`config.mk`:
```
export PLATFORM = sky130hd
export DESIGN_NAME = rvv_vector_writeback_flat
export DESIGN_NICKNAME = d
export VERILOG_FILES = /design/src/rtl/rvv_vector_writeback_if.sv /design/src/rtl/rvv_vector_writeback.sv /design/src/flat_wrapper.sv
export SDC_FILE = /design/constraint.sdc
export NUM_CORES = 2
export LEC_CHECK = 0
export BUFFER_PORTS_ARGS = -buffer_cell sky130_fd_sc_hd__buf_2
export CORE_AREA = 8 8 636 638
export DETAILED_ROUTE_END_ITERATION = 7
export DIE_AREA = 0 0 644 646
export SYNTH_ARGS = -nofsm -noshare
export SYNTH_HDL_FRONTEND = slang
export SYNTH_SLANG_ARGS = --single-unit
export TNS_END_PERCENT = 1
```
`constraint.sdc`:
```
create_clock -name clk -period 84.5 [get_ports clk]
set_input_delay 4.225 -clock clk [delete_from_list [all_inputs] [get_ports clk]]
set_output_delay 4.225 -clock clk [all_outputs]
set_load 0.01 [all_outputs]
```
`src/rtl/rvv_vector_writeback_if.sv`:
```
// Result handshake between vector execute and writeback.
// master drives the result, slave returns ready.
interface rvv_vector_writeback_if #(
    parameter int VLEN = 512
);
    logic              res_valid;
    logic              res_ready;
    logic [4:0]        res_vd;
    logic [VLEN-1:0]   res_data;
    logic [VLEN/8-1:0] res_be;

    modport master (
        output res_valid,
        output res_vd,
        output res_data,
        output res_be,
        input  res_ready
    );

    modport slave (
        input  res_valid,
        input  res_vd,
        input  res_data,
        input  res_be,
        output res_ready
    );
endinterface

```
`src/rtl/rvv_vector_writeback.sv`:
```
// Vector writeback: in-order result FIFO, byte merge, pending bitmap.
// Optional same-cycle bypass into an empty FIFO: RVV_WB_BYPASS_EN.
module rvv_vector_writeback #(
    parameter int VLEN     = 512,
    parameter int NUM_REGS = 32,
    parameter int DEPTH    = 4
) (
    input  logic                     clk,
    input  logic                     rst,
    rvv_vector_writeback_if.slave    res,
    output logic [4:0]               old_addr_o,
    input  logic [VLEN-1:0]          old_data_i,
    output logic [4:0]               rd_addr_o,
    output logic [VLEN-1:0]          rd_data_o,
    output logic                     rd_we_o,
    output logic [NUM_REGS-1:0]      pending_mask_o,
    output logic [$clog2(DEPTH):0]   wb_count_o
);
    localparam int NB = VLEN / 8;
    localparam int AW = $clog2(DEPTH);

    logic [4:0]      vd_q   [DEPTH];
    logic [VLEN-1:0] data_q [DEPTH];
    logic [NB-1:0]   be_q   [DEPTH];

    logic [AW:0]     wr_q, wr_d;
    logic [AW:0]     rd_q, rd_d;
    logic [AW:0]     cnt;
    logic [AW-1:0]   head;
    logic            empty;
    logic            byp;
    logic            push;
    logic            pop;
    logic            act;

    logic [4:0]      src_vd;
    logic [VLEN-1:0] src_data;
    logic [NB-1:0]   src_be;

    assign cnt   = wr_q - rd_q;
    assign head  = rd_q[AW-1:0];
    assign empty = (cnt == '0);

    assign res.res_ready = (cnt != (AW+1)'(DEPTH));

`ifdef RVV_WB_BYPASS_EN
    assign byp = empty & res.res_valid;
`else
    assign byp = 1'b0;
`endif

    // A bypassed result is written directly and never occupies a slot.
    assign push = res.res_valid & res.res_ready & ~byp;
    assign pop  = ~empty;
    assign act  = byp | ~empty;

    assign src_vd   = byp ? res.res_vd   : vd_q[head];
    assign src_data = byp ? res.res_data : data_q[head];
    assign src_be   = byp ? res.res_be   : be_q[head];

    assign old_addr_o = act ? src_vd : 5'd0;
    assign rd_addr_o  = act ? src_vd : 5'd0;
    assign rd_we_o    = act & (|src_be);

    always_comb begin
        rd_data_o = '0;
        if (act) begin
            for (int i = 0; i < NB; i++) begin
                rd_data_o[8*i +: 8] = src_be[i] ? src_data[8*i +: 8]
                                                : old_data_i[8*i +: 8];
            end
        end
    end

    // Slot i is live when its distance from the head is below occupancy.
    always_comb begin
        pending_mask_o = '0;
        for (int i = 0; i < DEPTH; i++) begin
            if ({1'b0, AW'(AW'(i) - head)} < cnt) begin
                for (int r = 0; r < NUM_REGS; r++) begin
                    if (vd_q[i] == 5'(r)) begin
                        pending_mask_o[r] = 1'b1;
                    end
                end
            end
        end
    end

    assign wb_count_o = cnt;

    assign wr_d = wr_q + (AW+1)'(push);
    assign rd_d = rd_q + (AW+1)'(pop);

    always_ff @(posedge clk or posedge rst) begin
        if (rst) begin
            wr_q <= '0;
            rd_q <= '0;
        end else begin
            wr_q <= wr_d;
            rd_q <= rd_d;
        end
    end

    always_ff @(posedge clk) begin
        if (push) begin
            vd_q[wr_q[AW-1:0]]   <= res.res_vd;
            data_q[wr_q[AW-1:0]] <= res.res_data;
            be_q[wr_q[AW-1:0]]   <= res.res_be;
        end
    end
endmodule
```
`src/flat_wrapper.sv`:
```
// flat-port wrapper written by rule: the top's interface ports become plain ports
module rvv_vector_writeback_flat 
#(
    parameter int VLEN     = 512,
    parameter int NUM_REGS = 32,
    parameter int DEPTH    = 4
)
  (clk, rst, old_addr_o, old_data_i, rd_addr_o, rd_data_o, rd_we_o, pending_mask_o, wb_count_o, res_res_valid, res_res_vd, res_res_data, res_res_be, res_res_ready);
  rvv_vector_writeback_if #(.VLEN(VLEN)) res_i ();
  input  logic clk;
  input  logic rst;
  output logic [4:0] old_addr_o;
  input  logic [VLEN-1:0] old_data_i;
  output logic [4:0] rd_addr_o;
  output logic [VLEN-1:0] rd_data_o;
  output logic rd_we_o;
  output logic [NUM_REGS-1:0] pending_mask_o;
  output logic [$clog2(DEPTH):0] wb_count_o;
  input wire logic [$bits(res_i.res_valid)-1:0] res_res_valid;
  input wire logic [$bits(res_i.res_vd)-1:0] res_res_vd;
  input wire logic [$bits(res_i.res_data)-1:0] res_res_data;
  input wire logic [$bits(res_i.res_be)-1:0] res_res_be;
  output wire logic [$bits(res_i.res_ready)-1:0] res_res_ready;
  assign res_i.res_valid = res_res_valid;
  assign res_i.res_vd = res_res_vd;
  assign res_i.res_data = res_res_data;
  assign res_i.res_be = res_res_be;
  assign res_res_ready = res_i.res_ready;
  rvv_vector_writeback #(.VLEN(VLEN), .NUM_REGS(NUM_REGS), .DEPTH(DEPTH)) u_core (.clk(clk), .rst(rst), .res(res_i), .old_addr_o(old_addr_o), .old_data_i(old_data_i), .rd_addr_o(rd_addr_o), .rd_data_o(rd_data_o), .rd_we_o(rd_we_o), .pending_mask_o(pending_mask_o), .wb_count_o(wb_count_o));
endmodule
```
==> flow_summary.json <==
{
  "outcome": "finished, violations left",
  "violations": "DRC",
  "syn_nets": 5525,
  "min_period_over_period_pct": 12.7,
  "ys.warnings.count": 0,
  "r2r_start": "u_core.rd_q[0]",
  "grt_max_degree": 139,
  "max_freq_mhz": 93.3,
  "grt_pass1_vias": 53978,
  "async_flop_share_pct": 0.258,
  "p_leak_uw": 0.0410,
  "hold_path.class": "register to register",
  "cp_max_fo": 43,
  "critPathRequiredTime_ns": 80.27,
  "yosys.area.top_type": "edfxtp_1",
  "path_buf_inv": 5,
  "std_cell_rows": 231,
  "period_needed_ns": 10.71,
  "via_per_inst": 4.57,
  "fin_ws_ns": 73.79,
  "hpwl_mm": 276,
  "end_kind": "output port",
  "die_area_sq_um": 416000,
  "drive_above_1_share_pct": 42.7,
  "synthMostInstantiatedCell": "edfxtp_1",
  "max_stage_delay_ns": 0.82,
  "io-pin-count": 1655,
  "cts.sinks": 2330,
  "gp_congestion": 1.00,
  "stdcell_count": 11694,
  "power_frac_clock_pct": 22.5,
  "clk_latency_ns": 0.87,
  "grt_pass1_wl_mm": 477,
  "synth_top_cell_area_share_pct": 75.1,
  "synth_edf_count": 2324,
  "critPathTopFamily": "buffers and inverters",
  "nets": 7267,
  "ys_ff_latch": 2330,
  "synthTopCellsByArea": "edfxtp_1, mux4_2, mux2i_1, nor2_1, buf_2",
  "die_w_um": 644,
  "tritoncts": "built",
  "fin_skew_ns": 0.0452,
  "cts_buffer_depth": 4,
  "io_buffers": 1654,
  "yosysSeqAreaShare_pct": 75.3,
  "p_sw_share_pct": 38.9,
  "setup_violations": 0,
  "path_class": "register to output port",
  "mappedNetlistArea_sq_um": 92900,
  "ant_nets": 0,
  "synthDistinctLibCells": 49,
  "netlist_top_cells_count": "edfxtp_1, mux4_2, nor2_1",
  "hold_viol": 0,
  "coreArea_sq_um": 394000,
  "hold_start": "u_core.wr_q[2]",
  "antenna_found_initial": 282,
  "p_int_uw": 3020,
  "cellPowerDensity_nw_per_um2": 42.6,
  "crit_chain": "buf_4, buf_4, buf_4, mux4_2, nor4_1, nand4_1, nor4_2, buf_4, nor2_1, buf_2",
  "vias": 53392,
  "hold_buffers": 0,
  "drtIter0Drc": 5454,
  "dominantRegCellSynth": "edfxtp_1",
  "drcViolationCount": 1,
  "post-place-ws_ns": 74.33,
  "relSlewSlack_pct": 11.8,
  "syn2layout_area_growth_pct": 24.7,
  "synthCells": 4417,
  "place_area_sq_um": 107000,
  "slowest_stage": "dfrtp_4",
  "slew_viol_final": 0,
  "die_y_um": 646,
  "post-cts-setup-buffer-count": 0,
  "fin_tns_setup_ns": 0,
  "routed_wl_mm": 363,
  "firstDrtPassIters": 7,
  "start_util_pct": 23.6,
  "cp-startpoint": "u_core.rd_q[0]",
  "dpl.cell_count": 11132,
  "vdd_drop_max_uv": 30.0,
  "post_cts_resize_count": 0,
  "worst_setup_path_start_kind": "register",
  "synth.avg_cell_area_sq_um": 21.0,
  "cpMostUsedCell": "buf_4",
  "worst-slew-pin-transition_ns": 1.32,
  "drv_cap": 0,
  "clock-root-buffer": "clkbuf_16",
  "htree_num_levels": 5,
  "track_usage_pct": 16.5,
  "rsz0062_at_grt": "false",
  "overflow": 0,
  "wl_per_cell_um": 31.0,
  "cts_buffers": 267,
  "arrival_ns": 6.49,
  "seq_power_share_pct": 33.9,
  "power_switching_uw": 1920,
  "combPwrFrac_pct": 43.6,
  "fin_area_sq_um": 116000,
  "clk_pin_slew_ns": 0.06
}
==> area by class of cell <==
cell class,instances,area (sq um)
Antenna cell,93,233
Clock buffer,318,6940
Clock inverter,151,1400
Fill cell,38960,278000
Inverter,13,48.8
Multi-Input combinational cell,1809,21700
Sequential cell,2330,69900
Tap cell,5242,6560
Timing Repair Buffer,1738,9020
==> cells by family after synthesis <==
logic type,share of synthesized area (%)
AO/OA/AOI/OAI,0.611
buffers and inverters,1.44
adder cells (fa/ha/maj),0.170
XOR/XNOR,0.0539
AND/OR/NAND/NOR,2.86
flip-flops,75.3
multiplexers,19.6
==> power groups by stage <==
stage          clock (uW)  sequential [uW]  combinational, uW
2_1_floorplan           0             2010               1240
3_3_place_gp            0             1680               2190
3_5_place_dp            0             1700               2200
4_1_cts              1140             1670               2210
5_1_grt              1180             1690               2280
6_report             1110             1670               2150
==> path summary, 6_finish.rpt <==
| kind | end | slack, ns | depth (start not counted) |
|---|---|---|---|
| worst min register to register | u_core.wr_q[2] | 0.48 | 1 |
| max in group asynchronous | u_core.rd_q[0] | 80.88 | 2 |
| worst max-delay path | rd_we_o | 73.79 | 10 |
| worst min-delay path | u_core.wr_q[2] | 0.48 | 1 |
| worst max register to register | u_core.data_q[0][236] | 77.92 | 12 |
| min in group asynchronous | u_core.rd_q[2] | 3.39 | 2 |
==> routing by layer <==
layer	wire length, um	track usage (%)
met1	139000	20.3
met4	9520	3.64
met2	178000	28.2
met3	35400	5.63
met5	1070	0
==> layout by cell type (no fill, tap or decap), drive strengths merged, types with 20 or more instances in the layout <==
cell type,synthesis,routed
buf,172,1738
clkbuf,93,318
clkinv,0,100
diode,0,93
edfxtp,2324,2324
inv,13,37
mux2i,512,512
mux4,581,581
nor2,525,525
nor2b,20,20
==> state kept, by name, summed over array words and instances (netlist names) <==
register	cells
u_core.be_q	256
u_core.data_q	2048
u_core.rd_q	3
u_core.vd_q	20
u_core.wr_q	3
==> per-stage QoR <==
step           utilization, %  hold WS [ns]  total power (uW)
2_1_floorplan               -         0.452              3250
3_3_place_gp             27.2         0.479              3870
3_5_place_dp             27.2         0.473              3900
4_1_cts                  29.3         0.486              5020
5_1_grt                  29.3         0.496              5160
6_report                 29.4         0.483              4940
No activity file was read; power rests on OpenSTA's default activity.
